### src/rtl/transposed_buffer_sequencer.sv
// Fill/drain sequencer for the 9x4 transposed buffer.
// Writes ROWS rows, then streams COLS columns downstream.
module transposed_buffer_sequencer #(
  parameter int SAMPLE_W = 11,
  parameter int ROWS     = 9,
  parameter int COLS     = 4
) (
  input  logic                            CLK,
  input  logic                            RST_SYNC,
  input  logic                            FLUSH,
  input  logic                            ROW_VALID,
  output logic                            ROW_READY,
  output logic                            WRITE_EN,
  input  logic [COLS*ROWS*SAMPLE_W-1:0]   COLS_IN,
  output logic [ROWS*SAMPLE_W-1:0]        COL_OUT,
  output logic [$clog2(COLS)-1:0]         COL_IDX,
  output logic                            COL_VALID,
  input  logic                            COL_READY,
  output logic                            COL_LAST,
  output logic                            BLOCK_DONE
);

  localparam int RW    = $clog2(ROWS);
  localparam int CW    = $clog2(COLS);
  localparam int COL_W = ROWS * SAMPLE_W;

  localparam logic [RW-1:0] ROW_END = RW'(ROWS - 1);
  localparam logic [CW-1:0] COL_END = CW'(COLS - 1);

  typedef enum logic {
    FILL  = 1'b0,
    DRAIN = 1'b1
  } state_t;

  state_t        state;
  logic [RW-1:0] row_cnt;
  logic [CW-1:0] col_cnt;
  logic          draining;
  logic          col_fire;

  assign draining  = (state == DRAIN);
  assign ROW_READY = ~draining;
  assign WRITE_EN  = ROW_VALID & ROW_READY
                   & ~FLUSH & ~RST_SYNC;

  assign COL_VALID = draining;
  assign COL_IDX   = draining ? col_cnt : '0;
  assign COL_LAST  = draining & (col_cnt == COL_END);
  assign col_fire  = COL_VALID & COL_READY;

  // Column mux; zeroed outside DRAIN
  always_comb begin
    COL_OUT = '0;
    if (draining)
      COL_OUT = COLS_IN[col_cnt*COL_W +: COL_W];
  end

  // FILL/DRAIN sequencing, counters and done pulse
  always_ff @(posedge CLK) begin
    if (RST_SYNC) begin
      state      <= FILL;
      row_cnt    <= '0;
      col_cnt    <= '0;
      BLOCK_DONE <= 1'b0;
    end else begin
      BLOCK_DONE <= 1'b0;
      if (FLUSH) begin
        state   <= FILL;
        row_cnt <= '0;
        col_cnt <= '0;
      end else begin
        unique case (state)
          FILL: begin
            if (WRITE_EN) begin
              if (row_cnt == ROW_END) begin
                row_cnt <= '0;
                col_cnt <= '0;
                state   <= DRAIN;
              end else begin
                row_cnt <= row_cnt + 1'b1;
              end
            end
          end
          DRAIN: begin
            if (col_fire) begin
              if (col_cnt == COL_END) begin
                col_cnt    <= '0;
                state      <= FILL;
                BLOCK_DONE <= 1'b1;
              end else begin
                col_cnt <= col_cnt + 1'b1;
              end
            end
          end
        endcase
      end
    end
  end

endmodule

### config.mk
export PLATFORM = sky130hd
export DESIGN_NAME = transposed_buffer_sequencer
export DESIGN_NICKNAME = d
export VERILOG_FILES = /design/src/rtl/transposed_buffer_sequencer.sv
export SDC_FILE = /design/constraint.sdc
export NUM_CORES = 1
export LEC_CHECK = 0
export CAP_MARGIN = 20
export CORE_AREA = 2 2 195 197
export CTS_BUF_LIST = sky130_fd_sc_hd__clkbuf_4 sky130_fd_sc_hd__clkbuf_8 sky130_fd_sc_hd__clkbuf_16
export DETAILED_ROUTE_END_ITERATION = 7
export DIE_AREA = 0 0 197 199
export PLACE_DENSITY = 0.36
export SLEW_MARGIN = 15
export SYNTH_ARGS = -nofsm -noshare
export SYNTH_HDL_FRONTEND = slang
export SYNTH_SLANG_ARGS = --single-unit
### constraint.sdc
create_clock -name CLK -period 2.1 [get_ports CLK]
set_input_delay 0.21 -clock CLK [delete_from_list [all_inputs] [get_ports CLK]]
set_output_delay 0.21 -clock CLK [all_outputs]
set_load 0.01 [all_outputs]
==> results of run 1 <==
==> worst max-delay path: stages (launching register included) <==
cell and delay [ns]:
dfxtp_4 0.39, buf_6 0.11, buf_12 0.09, buf_12 0.11
buf_16 0.12, buf_12 0.10, mux4_2 0.47, and2_1 0.16
buf_2 0.13
==> sequential cells by signal, indices dropped and copies added, names as in the netlist <==
name        flops
BLOCK_DONE      1
col_cnt         2
row_cnt         4
COL_VALID       1
==> cells in the final DEF, fill, tap and decap left out, types with 4 or more instances in the layout <==
cell and instances:
and2_1 86, buf_6 16, dfxtp_1 5, clkbuf_2 18
clkdlybuf4s15_1 9, dlygate4sd2_1 7, inv_1 6, buf_2 48
dlymetal6s2s_1 10, mux4_2 99, buf_4 38, a21oi_1 4
nor2_1 4, buf_12 25, clkdlybuf4s50_1 404, nand2_1 4
and2_4 16, buf_16 5
==> per-stage QoR <==
stage / std cells / TNS (ns) / worst slack [ns]
floorplan: 283 / 0 / 0.350
global placement: 1271 / -0.400 / -0.0504
detailed placement: 1271 / -0.434 / -0.0608
CTS: 1302 / -3.89 / -0.181
global route: 1306 / -2.72 / -0.132
finish: 1306 / -0.337 / -0.0509
==> area by class of cell <==
cell class / instances / share of cell area (%)
clock buffers: 4 / 0.847
inverters: 6 / 0.231
well taps: 474 / 6.08
flip-flops and latches: 8 / 1.76
repair buffers: 580 / 59.0
multi-input cells: 234 / 32.1
==> cells by family (layout without fill, tap and decap cells) <==
| family | count (synthesis) | in the layout | share of synthesized area, % |
|---|---|---|---|
| AOI/OAI and AO/OA | 10 | 10 | 1.86 |
| adders and majority gates | 3 | 3 | 1.10 |
| buffers and inverters | 41 | 590 | 5.08 |
| DFF | 8 | 8 | 4.68 |
| muxes | 100 | 100 | 65.4 |
| and+or+nand+nor | 121 | 121 | 21.9 |
==> worst min-delay path by stage <==
stage | from | end | slack (ns) | depth (start not counted)
floorplan | COL_READY | BLOCK_DONE | 0.34 | 2
global placement | row_cnt[3] | row_cnt[3] | 0.50 | 1
detailed placement | row_cnt[0] | row_cnt[0] | 0.51 | 2
CTS | row_cnt[0] | row_cnt[0] | 0.51 | 2
global route | row_cnt[3] | row_cnt[3] | 0.54 | 1
finish | row_cnt[0] | row_cnt[0] | 0.51 | 2
==> power breakdown <==
part,switching (mW),total (mW),internal (mW)
combinational,0.145,0.921,0.775
sequential,0.000663,0.150,0.149
clock,0.0823,0.349,0.266
total,0.228,1.42,1.19
==> routing by layer <==
metal  vias up  global-route usage, %  wire length [um]
met3         5                   3.63              2490
met4         0                   1.34               104
met5         -                      0                 0
met1      2328                   12.8              8870
li1       2244                      -                 -
met2       296                   22.3             12800
==> timing repair <==
action,in CTS,in global routing
pin swaps,6,1
hold buffers,0,0
gates cloned,5,0
setup buffers,22,4
endpoints found under the setup margin,101,74
resized for setup,291,71
==> results.md, run 1 <==
- GPL Wtd Cong: 0.776
- First DRT Iteration DRCs: 90
- EDFF count, synth: 0
- Cell with the most instances after synthesis: and2_1
- FP Rows: 71
- Dpl cell area: 0.00948 sq mm
- WHS: 0.508 ns
- Initial antenna violation count: 0
- Post-DRT Antenna Nets: 0
- Hold Vio Cnt, Final: 0
- Root buffer cell: clkbuf_16
- Reg2reg path depth: 4
- Vias in the first global route: 5,306
- Initial core utilization: 9.22%
- Seq/Total Area, Yosys: 4.68%
- Overall Power: 1.42 mW
- Total grt overflow: 0
- Netlist cell types: 27
- Max IR drop VDD: 0.181 mV
- Die ar.: 0.0392 sq mm
- Ys flop type: dfxtp_1
- Via Count: 4,873
- Reg area: 171 sq um
- Max-cap violations: 0
- Die X: 197 um
- Yosys top cell by area: mux4_2
- Avg Synthesized Cell Area: 12.1 sq um
- Slew Limit Fails: 0
- HPWL after detailed placement: 20.6 mm
- CTS Buf Count: 3
- Startpoint of the worst-slack reg-to-reg timing path: COL_VALID
- Multi-input logic area: 0.00313 sq mm
- Worst Clk Skew: 0.00352 ns
- Synthesized flop and latch total: 8
- Fin nets: 1,237
- Post-synth top cells: and2_1, mux4_2, clkbuf_1, buf_2, dfxtp_1
- PortBufs: 506
- Overall routing resource usage: 11.6%
- Fillers: 3,970
- ANT cells: 0
- CP Data Arrival Time: 1.94 ns
- Ratio of cells with drive above 1 in the final layout: 32.9%
- Synthesis-to-finish area growth: 185%
- Worst-path clk slew: 0.04 ns
- Status: finished, violations left
- Crit path max fanout: 6
- Crit Path Category: flop to primary output
- Die span in y: 199 um
- Syn Nets: 687
- Worst skew pair latency: 0.24 ns
- Reg-to-Reg End: row_cnt[2]
- CP required: 1.89 ns
- Largest net degree at the start of global routing: 65
- Worst Max-Slew Pin Slew: 0.298 ns
- Vias per cell: 3.73
- DRT Wirelength: 24.3 mm
- H-tree Lvls: 1
- Crit path launch: col_cnt[0]
- Synth top area share: 65.1%
- I/O pins: 507
- Pre-antenna DRT Iters: 4
- Setup ws final: -0.0509 ns
- CP endpoint: COL_OUT[19]
- Failing checks: negative setup slack
- Lkg Pwr: 3.84 nW
- Final cycle utilization of the critical path: 102%
- CTS tree: built
- Minimum setup slack among reg-to-reg paths: 0.38 ns
- Ys Warns: 0
- Final Cell Area: 0.00975 sq mm
- Area contributors post-synth: mux4_2, and2_1, dfxtp_1, clkbuf_1, buf_2
- PwrDens: 146 mW/mm^2
- RSZ-0062 raised after global routing: true
- Max Freq: 0.465 GHz
- Final min period: 2.15 ns
- Async SR Flop Fraction: 0%
- Setup-failing EPs final: 19
- Core Region: 0.0371 sq mm
- Mapped Cells: 283
- Clock Tree Buf Depth: 2
- Clk sinks: 8
- Mapped Area: 0.00342 sq mm
- Post-layout util: 26.3%
- HP Class: flop to flop
- CP startpoint kind: flop
- Max-slew headroom: 80.1%
- First-pass GRT wire length: 33.9 mm
- Routed len/inst: 18.6 um
- DRC errors left: 0
- Crit. End Element: primary output
Note: power is estimated with default switching activity, not from simulation.
==> inputs of run 2 (changes only) <==
--- a/config.mk
+++ b/config.mk
@@ -6,11 +6,11 @@
 export NUM_CORES = 1
 export LEC_CHECK = 0
 export CAP_MARGIN = 20
-export CORE_AREA = 2 2 195 197
+export CORE_AREA = 10 10 187 189
 export CTS_BUF_LIST = sky130_fd_sc_hd__clkbuf_4 sky130_fd_sc_hd__clkbuf_8 sky130_fd_sc_hd__clkbuf_16
 export DETAILED_ROUTE_END_ITERATION = 7
 export DIE_AREA = 0 0 197 199
-export PLACE_DENSITY = 0.36
+export PLACE_DENSITY = 0.41
 export SLEW_MARGIN = 15
 export SYNTH_ARGS = -nofsm -noshare
 export SYNTH_HDL_FRONTEND = slang
==> results.md, run 2 (synthesis gave the netlist of run 1 again) <==
- Final cycle utilization of the critical path: 99.5%
- Post-DRT Antenna Nets: 0
- Clk sinks: 8
- Dpl cell area: 0.00922 sq mm
- CP required: 1.89 ns
- Hold Vio Cnt, Final: 0
- GR peak layer: met2
- Final min period: 2.09 ns
- Max-slew headroom: 80.4%
- Total grt overflow: 0
- Clock Tree Buf Depth: 2
- I/O pins: 507
- Worst-path clk slew: 0.04 ns
- Fillers: 3,293
- Final Cell Area: 0.00946 sq mm
- Routed len/inst: 22.6 um
- CTS Buf Count: 3
- Core Region: 0.0312 sq mm
- Die ar.: 0.0392 sq mm
- Slew Limit Fails: 0
- Crit. End Element: primary output
- Regs by FF count: row_cnt x4, col_cnt x2
- PwrDens: 150 mW/mm^2
- First-pass GRT wire length: 39.2 mm
- HPWL after detailed placement: 24.0 mm
- CTS Hold Bufs: 0
- DRT Wirelength: 27.5 mm
- Overall routing resource usage: 13.3%
- First DRT Iteration DRCs: 83
- Largest Register: row_cnt
- CP Data Arrival Time: 1.88 ns
- PortBufs: 506
- Fin nets: 1,217
- M3 GR Usage: 7.25%
- GR Util met1: 13.4%
- Status: completed
- Ratio of cells with drive above 1 in the final layout: 35.0%
- RSZ-0062 raised after global routing: true
- Crit Path Category: flop to primary output
- Die X: 197 um
- Initial core utilization: 11.0%
- Max FFs per register: 4
- Worst Max-Slew Pin Slew: 0.294 ns
- Max-cap violations: 0
- Pre-CTS setup slack: -0.0238 ns
- CP startpoint kind: flop
- Root buffer cell: clkbuf_16
- Max IR drop VDD: 0.245 mV
- Setup-failing EPs final: 0
- Setup ws final: 0.00997 ns
- DRC errors left: 0
- Met2 Track Usage GR: 24.2%
- Most frequent cells in the layout: clkdlybuf4s50_1, mux4_2, and2_1
- Max Freq: 0.478 GHz
- Pre-antenna DRT Iters: 4
- Most common cell after layout, fill and taps aside: clkdlybuf4s50_1
- Initial antenna violation count: 1
- Vias in the first global route: 5,659
- Synthesis-to-finish area growth: 176%
- Via Count: 4,828
- Worst Clk Skew: 0.00189 ns
- CTS tree: built
- Crit path max fanout: 4
- Lkg Pwr: 3.56 nW
- FP Rows: 65
- H-tree Lvls: 1
- Worst skew pair latency: 0.23 ns
- Die span in y: 199 um
- GPL Wtd Cong: 0.786
- Largest net degree at the start of global routing: 67
- Vias per cell: 3.97
- HP Class: flop to flop
run 2: cell types whose count changed in the layout (fill, tap and decap cells not counted), sizes merged:
cell / before / now
buf: 132 / 111
clkbuf: 22 / 40
dlymetal6s2s: 10 / 0
clkdlybuf4s15: 9 / 3
dlygate4sd2: 7 / 4
clkdlybuf4s50: 404 / 406
diode: 0 / 1
run 2: what timing repair did:
item,4_1_cts,5_1_grt
resized for setup,299,128
endpoints found under the setup margin,100,77
gates cloned,3,2
pin swaps,0,0
buffers inserted,14,11
run 2: metal layers:
layer | routed length [um] | vias to the layer above
met4 | 221 | 0
met5 | 0 | -
met3 | 3720 | 16
met2 | 14100 | 310
li1 | - | 2202
met1 | 9430 | 2300
run 2: path summary, 6_finish.rpt:
kind / start / end / slack, ns / depth (start not counted)
worst min register to register: row_cnt[0] / row_cnt[0] / 0.51 / 2
worst max-delay path: col_cnt[0] / COL_OUT[30] / 0.01 / 6
worst max register to register: COL_VALID / row_cnt[2] / 0.37 / 4
worst min-delay path: row_cnt[0] / row_cnt[0] / 0.51 / 2
run 2: layout make-up:
cell class / count / area [sq um] / share of cell area [%]
repair buffers: 560 / 5520 / 58.3
inverters: 6 / 22.5 / 0.238
well taps: 402 / 503 / 5.32
diodes: 1 / 2.50 / 0.0264
multi-input cells: 234 / 3160 / 33.4
flip-flops and latches: 8 / 171 / 1.81
clock buffers: 4 / 82.6 / 0.873
run 2: stage by stage:
stage | hold slack, ns | utilization (%) | cells | total power [mW] | TNS [ns]
floorplan | 0.339 | - | 283 | 0.303 | 0
global placement | 0.502 | 29.5 | 1183 | 1.06 | -0.0290
detailed placement | 0.503 | 29.5 | 1183 | 1.07 | -0.0364
CTS | 0.511 | 29.9 | 1204 | 1.43 | -0.799
global route | 0.557 | 30.3 | 1214 | 1.49 | -0.776
finish | 0.510 | 30.3 | 1215 | 1.41 | 0
run 2: worst max-delay path, cell delays in order (launching register included):
cell and delay, ns:
dfxtp_4 0.36, buf_12 0.12, clkbuf_16 0.14, buf_4 0.10
mux4_2 0.49, and2_1 0.17, clkdlybuf4s15_1 0.26
run 2: where the power goes:
group          leakage, nW  internal, mW  switching, mW
Combinational         3.45         0.772          0.145
Sequential          0.0669         0.149       0.000659
Clock               0.0416         0.266         0.0816
